### src/rtl/mult_pkg.sv
// Shared types and constants for the sequential radix-4 Booth multiplier.
// Holds the FSM state encoding and the recoded Booth digit control words.
package mult_pkg;

    typedef logic [1:0] state_t;

    localparam state_t StIdle = 2'd0;
    localparam state_t StCalc = 2'd1;
    localparam state_t StDone = 2'd2;

    // Booth digit controls: selected multiple is (zero ? 0 : (neg ? -1 : 1) * (dbl ? 2 : 1) * M)
    typedef struct packed {
        logic neg;
        logic dbl;
        logic zero;
    } booth_ctrl_t;

    localparam booth_ctrl_t BoothZero = 3'b001;
    localparam booth_ctrl_t BoothPos1 = 3'b000;
    localparam booth_ctrl_t BoothPos2 = 3'b010;
    localparam booth_ctrl_t BoothNeg1 = 3'b100;
    localparam booth_ctrl_t BoothNeg2 = 3'b110;

endpackage

### src/rtl/booth_r4_enc.sv
// Radix-4 Booth recoder: maps {b[i+1], b[i], b[i-1]} to a digit in {-2,-1,0,+1,+2}.
module booth_r4_enc
    import mult_pkg::*;
(
    input  logic [2:0] bits,
    output logic       neg,
    output logic       dbl,
    output logic       zero
);

    booth_ctrl_t ctrl;

    always_comb begin
        ctrl = BoothZero;
        case (bits)
            3'b000, 3'b111: ctrl = BoothZero;
            3'b001, 3'b010: ctrl = BoothPos1;
            3'b011:         ctrl = BoothPos2;
            3'b100:         ctrl = BoothNeg2;
            3'b101, 3'b110: ctrl = BoothNeg1;
            default:        ctrl = BoothZero;
        endcase
    end

    assign neg  = ctrl.neg;
    assign dbl  = ctrl.dbl;
    assign zero = ctrl.zero;

endmodule

### src/rtl/seq_booth_mult.sv
// Sequential radix-4 Booth multiplier, signed or unsigned operands selected per operation.
// One Booth step per cycle over WIDTH/2+1 digits of the 2-bit-extended multiplier.
module seq_booth_mult
    import mult_pkg::*;
#(
    parameter int unsigned WIDTH = 8
) (
    input  logic                 clk,
    input  logic                 rst_n,
    input  logic                 start,
    input  logic                 signed_mode,
    input  logic [WIDTH-1:0]     a,
    input  logic [WIDTH-1:0]     b,
    output logic [2*WIDTH-1:0]   r,
    output logic                 done,
    output logic                 busy
);

    localparam int unsigned EW    = WIDTH + 2;
    localparam int unsigned AW    = WIDTH + 4;
    localparam int unsigned STEPS = WIDTH / 2 + 1;
    localparam int unsigned CW    = $clog2(WIDTH / 2 + 2);
    localparam logic [CW-1:0] LastStep = CW'(STEPS - 1);

    state_t               state_q, state_d;
    logic [EW-1:0]        m_q, m_d;
    logic [AW-1:0]        acc_q, acc_d;
    logic [EW-1:0]        mq_q, mq_d;
    logic                 prev_q, prev_d;
    logic [CW-1:0]        cnt_q, cnt_d;
    logic [2*WIDTH-1:0]   r_q, r_d;

    logic [EW-1:0]        a_ext, b_ext;
    logic                 dig_neg, dig_dbl, dig_zero;
    logic [AW-1:0]        m_wide, m_sel, addend, sum;
    logic [AW-1:0]        acc_shift;
    logic [EW-1:0]        mq_shift;

    assign a_ext = {{2{signed_mode & a[WIDTH-1]}}, a};
    assign b_ext = {{2{signed_mode & b[WIDTH-1]}}, b};

    booth_r4_enc u_enc (
        .bits ({mq_q[1:0], prev_q}),
        .neg  (dig_neg),
        .dbl  (dig_dbl),
        .zero (dig_zero)
    );

    assign m_wide = {{2{m_q[EW-1]}}, m_q};
    assign m_sel  = dig_dbl ? (m_wide << 1) : m_wide;
    assign addend = dig_zero ? '0 : (dig_neg ? (~m_sel + 1'b1) : m_sel);
    assign sum    = acc_q + addend;

    // {acc, mq, prev} forms one register pair shifted right arithmetically by 2 per step
    assign acc_shift = {{2{sum[AW-1]}}, sum[AW-1:2]};
    assign mq_shift  = {sum[1:0], mq_q[EW-1:2]};

    always_comb begin
        state_d = state_q;
        m_d     = m_q;
        acc_d   = acc_q;
        mq_d    = mq_q;
        prev_d  = prev_q;
        cnt_d   = cnt_q;
        r_d     = r_q;
        case (state_q)
            StIdle, StDone: begin
                state_d = StIdle;
                if (start) begin
                    state_d = StCalc;
                    m_d     = a_ext;
                    mq_d    = b_ext;
                    acc_d   = '0;
                    prev_d  = 1'b0;
                    cnt_d   = '0;
                end
            end
            StCalc: begin
                acc_d  = acc_shift;
                mq_d   = mq_shift;
                prev_d = mq_q[1];
                cnt_d  = cnt_q + 1'b1;
                if (cnt_q == LastStep) begin
                    state_d = StDone;
                    // After EW bits of shift the low product bits occupy mq entirely
                    r_d     = {acc_shift[WIDTH-3:0], mq_shift};
                end
            end
            default: state_d = StIdle;
        endcase
    end

    always_ff @(posedge clk or negedge rst_n) begin
        if (!rst_n) begin
            state_q <= StIdle;
            m_q     <= '0;
            acc_q   <= '0;
            mq_q    <= '0;
            prev_q  <= 1'b0;
            cnt_q   <= '0;
            r_q     <= '0;
        end else begin
            state_q <= state_d;
            m_q     <= m_d;
            acc_q   <= acc_d;
            mq_q    <= mq_d;
            prev_q  <= prev_d;
            cnt_q   <= cnt_d;
            r_q     <= r_d;
        end
    end

    assign r    = r_q;
    assign done = (state_q == StDone);
    assign busy = (state_q == StCalc);

endmodule

### config.mk
export PLATFORM = sky130hd
export DESIGN_NAME = seq_booth_mult
export DESIGN_NICKNAME = d
export VERILOG_FILES = /design/src/rtl/mult_pkg.sv /design/src/rtl/booth_r4_enc.sv /design/src/rtl/seq_booth_mult.sv
export SDC_FILE = /design/constraint.sdc
export NUM_CORES = 1
export LEC_CHECK = 0
export BUFFER_PORTS_ARGS = -buffer_cell sky130_fd_sc_hd__buf_2
export CORE_AREA = 3 3 95 97
export CTS_CLUSTER_SIZE = 14
export DETAILED_ROUTE_END_ITERATION = 16
export DIE_AREA = 0 0 98 100
export REMOVE_ABC_BUFFERS = 1
export SLEW_MARGIN = 20
export SYNTH_ARGS = -nofsm -noshare
export SYNTH_HDL_FRONTEND = slang
export SYNTH_SLANG_ARGS = --single-unit
### constraint.sdc
create_clock -name clk -period 5.2 [get_ports clk]
set_clock_uncertainty 0.05 [all_clocks]
set_input_delay 1.04 -clock clk [delete_from_list [all_inputs] [get_ports clk]]
set_output_delay 1.04 -clock clk [all_outputs]
set_load 0.03 [all_outputs]
==> results of run 1 <==
## final timing paths
path / to / depth (start not counted) / from / slack (ns)
worst max-delay path: acc_q[10]$_DFFE_PN0P_ / 19 / prev_q$_DFFE_PN0P_ / 0.91
min in group asynchronous: cnt_q[2]$_DFFE_PN0P_ / 2 / rst_n / 0.78
max in group asynchronous: prev_q$_DFFE_PN0P_ / 2 / rst_n / 3.89
worst min-delay path: r[14]$_DFFE_PN0P_ / 2 / r[14]$_DFFE_PN0P_ / 0.44
worst max register to register: acc_q[10]$_DFFE_PN0P_ / 19 / prev_q$_DFFE_PN0P_ / 0.91
worst min register to register: r[14]$_DFFE_PN0P_ / 2 / r[14]$_DFFE_PN0P_ / 0.44
## through the flow
step                worst slack [ns]  hold WS, ns
floorplan                      1.125       0.4063
global placement               1.150       0.4153
detailed placement            0.9744       0.4254
CTS                           0.9418       0.4502
global route                  0.5157       0.4721
finish                        0.9073       0.4424
## layout make-up
cell class | instances | area share
inverter | 14 | 0.01432
multi-input combinational | 270 | 0.5084
clock inverter | 2 | 0.01057
tap | 105 | 0.03580
clock buffer | 6 | 0.02250
sequential | 51 | 0.3478
timing repair buffer | 42 | 0.06069
## critical path: cells and delay by family (launching register included)
family	cells	cell delay, ns
adder cells (fa/ha/maj)	2	0.48
buffers and inverters	1	0.20
XOR/XNOR	2	0.37
flip-flops	1	0.37
AND/OR/NAND/NOR	5	1.09
multiplexers	1	0.19
AO/OA/AOI/OAI	8	1.44
## flip-flops by register name, indices dropped and copies added (netlist names)
register,flops
mq_q,10
state_q,2
m_q,9
prev_q,1
acc_q,10
cnt_q,3
r,16
## layout by cell type (no fill, tap or decap), types with 4 or more instances in the layout
master,count
o21ai_0,28
inv_1,14
ha_1,14
xor2_1,7
nand3_1,13
a21o_1,7
nor3_1,4
dfrtp_1,51
a21oi_1,14
buf_4,5
nand2_1,42
a22o_1,8
o21ai_1,5
nor2b_1,14
nor3b_1,4
buf_2,37
clkbuf_8,6
mux2i_1,8
nor2_1,18
xnor2_1,11
or3_1,4
a31oi_1,5
mux2_2,21
## kinds of logic (layout without fill, tap and decap cells)
group           Yosys count  in the layout
simple gates            116            116
compound gates           92             92
flops                    51             51
buf+inv                  36             64
mux                      29             29
xor+xnor                 18             18
fa+ha+maj                15             15
## layer usage
layer	part of all wire	vias to the layer above	global-route usage
li1	-	1322	-
met2	0.47	54	0.2571
met1	0.48	1276	0.2251
met3	0.037	7	0.02502
met5	0	-	0
met4	0.011	0	0.04579
==> results.ini, run 1 <==
[outcome]
status = completed

[critical_path]
critPathCaptureType = flop
worst_path_most_repeated_cell = ha_1
start_kind = flop
cp_max_fo = 22
critical_path.slowest_cell = nor3b_2
crit_chain = buf_4, nor3b_2, nor2_1, mux2i_1, ha_1, nand3_1, or2_1, a211o_1, nand2_1, xor2_1, o221ai_1, ha_1, a21o_1, a21oi_1, o21a_1, o21ai_0, xnor2_1, o21bai_1, a22o_1
worst-setup-path-type = flop to flop
cp_slowest_stage_delay_ns = 0.46
arrival_ns = 4.44
critPathRequiredTime_ns = 5.35

[die]
die_area_sq_um = 9800
ios = 38
die_w_um = 98
initial_core_util = 0.4008
fp.dieH_um = 100
fp-row-count = 33
core_area_sq_um = 8217

[yosys]
ys_types = 53
ys_seq_area_frac = 0.3875
yosys.area.top_type = dfrtp_1
synth_top_family_by_area = compound AO/OA/AOI/OAI gates
synth_mux_area_frac = 0.09612
synthCells = 357
yosys-top-cells-area = dfrtp_1 39%, mux2_2 7.2%, ha_1 5.3%
synth_edf_count = 0
ys_ff_latch = 51
mappedNetlistArea_sq_um = 3293
avgSynthCellArea_sq_um = 9.225
synthTopCellsByCount = 51 x dfrtp_1, 42 x nand2_1, 28 x o21ai_0
synthXorXnorAreaFrac = 0.04787
synth.most_common_cell = dfrtp_1
synth-simple-area-share = 0.1752
synth.top_cell.area_share = 0.3875
synth_compound_area_frac = 0.1866
synth-adder-area-share = 0.05927
synthFlopType = dfrtp_1
synth_warnings = 0
async_flop_share = 1.000

[placement]
dpl_cell_area_sq_um = 3546
dp.cells = 482
post-dp-hpwl_um = 5336
gp_congestion = 0.8050
portBuffers = 37

[layout]
layout-drive-gt1-share = 0.2026
fin_cells = 490
fin_area_sq_um = 3670
area_delta_synth_final_pct = 11.44
ff_latch_area_sq_um = 1276
multiInputGateArea_sq_um = 1866
fillers = 808
diodes = 0
postLayoutCoreUtil = 0.4466
nets = 419

[drt]
wl_per_cell_um = 15.24
viasPerCell = 5.427
firstDrtPassIters = 4
drt_iter0_markers = 155
via_count = 2659
ant_nets = 0
wl_um = 7469
drcViolationCount = 0

[sta]
fmax_ghz = 0.2330
worst_pin_slew_ns = 0.8784
finalHoldViolCount = 0
setup_violations = 0
rsz0062_at_grt = no
slew_headroom = 0.4138
fin_crit_sh = 0.8255
fin_tns_setup_ns = 0
maxSlewViolCount = 0
min_period_ns = 4.293

[grt]
grt-ovfl-total = 0
grt_antenna_before_repair = 0
grt_pass1_vias = 2643
track_usage = 0.1601
grt_pass1_wl_um = 12900
grt_max_degree = 52

[clock_network]
cts_hold_buf = 0
cts_buffers = 5
cts_tree = yes
cts_sinks = 51
h-tree-depth = 2
cts_root_buf = clkbuf_8
clockBufferDepth = 2
clk_pin_slew_ns = 0.10
insertion_delay_ns = 0.30
cts_resized = 0
cts_setup_buffers = 0

[worst_hold_path]
hold_path.class = flop to flop

[flow_run]
max_cap_viol_count = 0

Power of run 1 is not shown: default switching activity piles up to over one toggle a cycle in this logic, so the estimate is an artifact.
==> run 2: changes to the inputs <==
Clock period 5.2 ns to 4.5 ns, I/O delays scaled along.
==> results.ini, run 2 (synthesized netlist as in run 1, its figures left out) <==
[die]
die_w_um = 98  ; unchanged
die_area_sq_um = 9800  ; unchanged
fp.dieH_um = 100  ; unchanged
core_area_sq_um = 8217  ; unchanged
fp-row-count = 33  ; unchanged
initial_core_util = 0.4008  ; unchanged
ios = 38  ; unchanged

[critical_path]
cp_num_buf_inv = 0  ; -1
worst-setup-path-type = flop to flop
critPathRequiredTime_ns = 4.65  ; -0.70 ns
cp_max_fo = 10  ; -55%
start_kind = flop
critPathTopFamily = compound AO/OA/AOI/OAI gates
cp_slowest_stage_delay_ns = 0.50  ; +0.04 ns
arrival_ns = 4.26  ; -0.18 ns
reg2reg_slack_ns = 0.38  ; -0.52 ns
critPathCaptureType = flop
worst_path_most_repeated_cell = ha_1
critical_path.slowest_cell = dfrtp_1
crit_chain = and3b_1, nor2_2, mux2i_1, ha_1, nand3_1, or2_1, a211o_1, nand2_1, xor2_1, o221ai_1, ha_1, a21o_1, a21oi_1, o21a_1, o21ai_0, xnor2_1, o21bai_1, a22o_1

[clock_network]
h-tree-depth = 2  ; unchanged
cts_sinks = 51  ; unchanged
cts_hold_buf = 0  ; unchanged
cts_tree = yes
insertion_delay_ns = 0.30  ; about the same
clockBufferDepth = 2  ; unchanged
clk_pin_slew_ns = 0.09  ; about the same
cts_setup_buffers = 0  ; unchanged
cts_buffers = 5  ; unchanged
cts_resized = 0  ; unchanged
cts_root_buf = clkbuf_8

[drt]
wl_per_cell_um = 15.22  ; -0.18%
firstDrtPassIters = 4  ; unchanged
wl_um = 7501  ; +0.43%
viasPerCell = 5.485  ; +1.1%
via_count = 2704  ; +1.7%
ant_nets = 0  ; unchanged
drcViolationCount = 0  ; unchanged
drt_iter0_markers = 135  ; -13%

[layout]
layout_common_cells = 51 x dfrtp_1, 42 x nand2_1, 37 x buf_2
largest_register_ffs = 16  ; unchanged
area_delta_synth_final_pct = 11.40  ; about the same
layout_commonest_cell = dfrtp_1
layout-drive-gt1-share = 0.2088  ; +0.006165
multiInputGateArea_sq_um = 1868  ; +0.13%
fillers = 814  ; +0.74%
nets = 422  ; +0.72%
ff_latch_area_sq_um = 1276  ; unchanged
diodes = 0  ; unchanged

[sta]
fmax_ghz = 0.2429  ; +4.3%
rsz0062_at_grt = no
fin_crit_sh = 0.9147  ; +0.08922
setup_violations = 0  ; unchanged
maxSlewViolCount = 0  ; unchanged
slew_headroom = 0.4324  ; +0.01864
worst_pin_slew_ns = 0.8504  ; -0.02793 ns
min_period_ns = 4.116  ; -0.1764 ns
finalHoldViolCount = 0  ; unchanged
fin_tns_setup_ns = 0  ; unchanged

[grt]
grt-ovfl-total = 0  ; unchanged
grt_antenna_before_repair = 0  ; unchanged
grt_pass1_wl_um = 12960  ; +0.48%
grt_pass1_vias = 2652  ; +0.34%
grt_max_degree = 52  ; unchanged
track_usage = 0.1592  ; -0.0008281

[flow_run]
max_cap_viol_count = 0  ; unchanged

[placement]
gp_congestion = 0.8784  ; +9.1%
portBuffers = 37  ; unchanged
post-dp-hpwl_um = 5400  ; +1.2%

[outcome]
status = completed

[worst_hold_path]
hold_path.class = flop to flop

==> run 2: layer usage <==
layer | routed length [um] | share of wire | GRT usage
met5 | 0 | 0 | 0
met4 | 67 | 0.0089 | 0.03514
met3 | 307 | 0.041 | 0.01946
met2 | 3601 | 0.48 | 0.2686
met1 | 3525 | 0.47 | 0.2206
==> run 2: final cells by class <==
type | count | share of cell area
multi-input combinational | 270 | 0.5092
clock inverter | 1 | 0.002387
tap | 105 | 0.03581
sequential | 51 | 0.3479
clock buffer | 7 | 0.02353
inverter | 14 | 0.01432
timing repair buffer | 45 | 0.06685
==> run 2: final timing paths <==
kind / startpoint / endpoint / depth (start not counted)
max: mq_q[0]$_DFFE_PN0P_ / acc_q[10]$_DFFE_PN0P_ / 18
min: r[15]$_DFFE_PN0P_ / r[15]$_DFFE_PN0P_ / 2
max reg2reg: mq_q[0]$_DFFE_PN0P_ / acc_q[10]$_DFFE_PN0P_ / 18
min reg2reg: r[15]$_DFFE_PN0P_ / r[15]$_DFFE_PN0P_ / 2
max in group asynchronous: rst_n / r[0]$_DFFE_PN0P_ / 2
min in group asynchronous: rst_n / cnt_q[2]$_DFFE_PN0P_ / 2
==> run 2: stage by stage <==
step	hold slack [ns]	instance area [sq um]	worst slack, ns	utilization	instances
floorplan	0.4063	3189	0.4247	-	335
global placement	0.4186	3568	0.5247	0.4343	485
global route	0.4697	3669	0.08792	0.4465	493
detailed placement	0.4221	3568	0.3769	0.4343	485
finish	0.4366	3669	0.3837	0.4465	493
CTS	0.4433	3664	0.3576	0.4459	493
==> run 2: worst min-delay path, cell delays in order, from the launching register on <==
cell	delay, ns
dfrtp_1	0.35
nand2_1	0.04
o21ai_0	0.06
Power of run 2 is left out for the same reason.
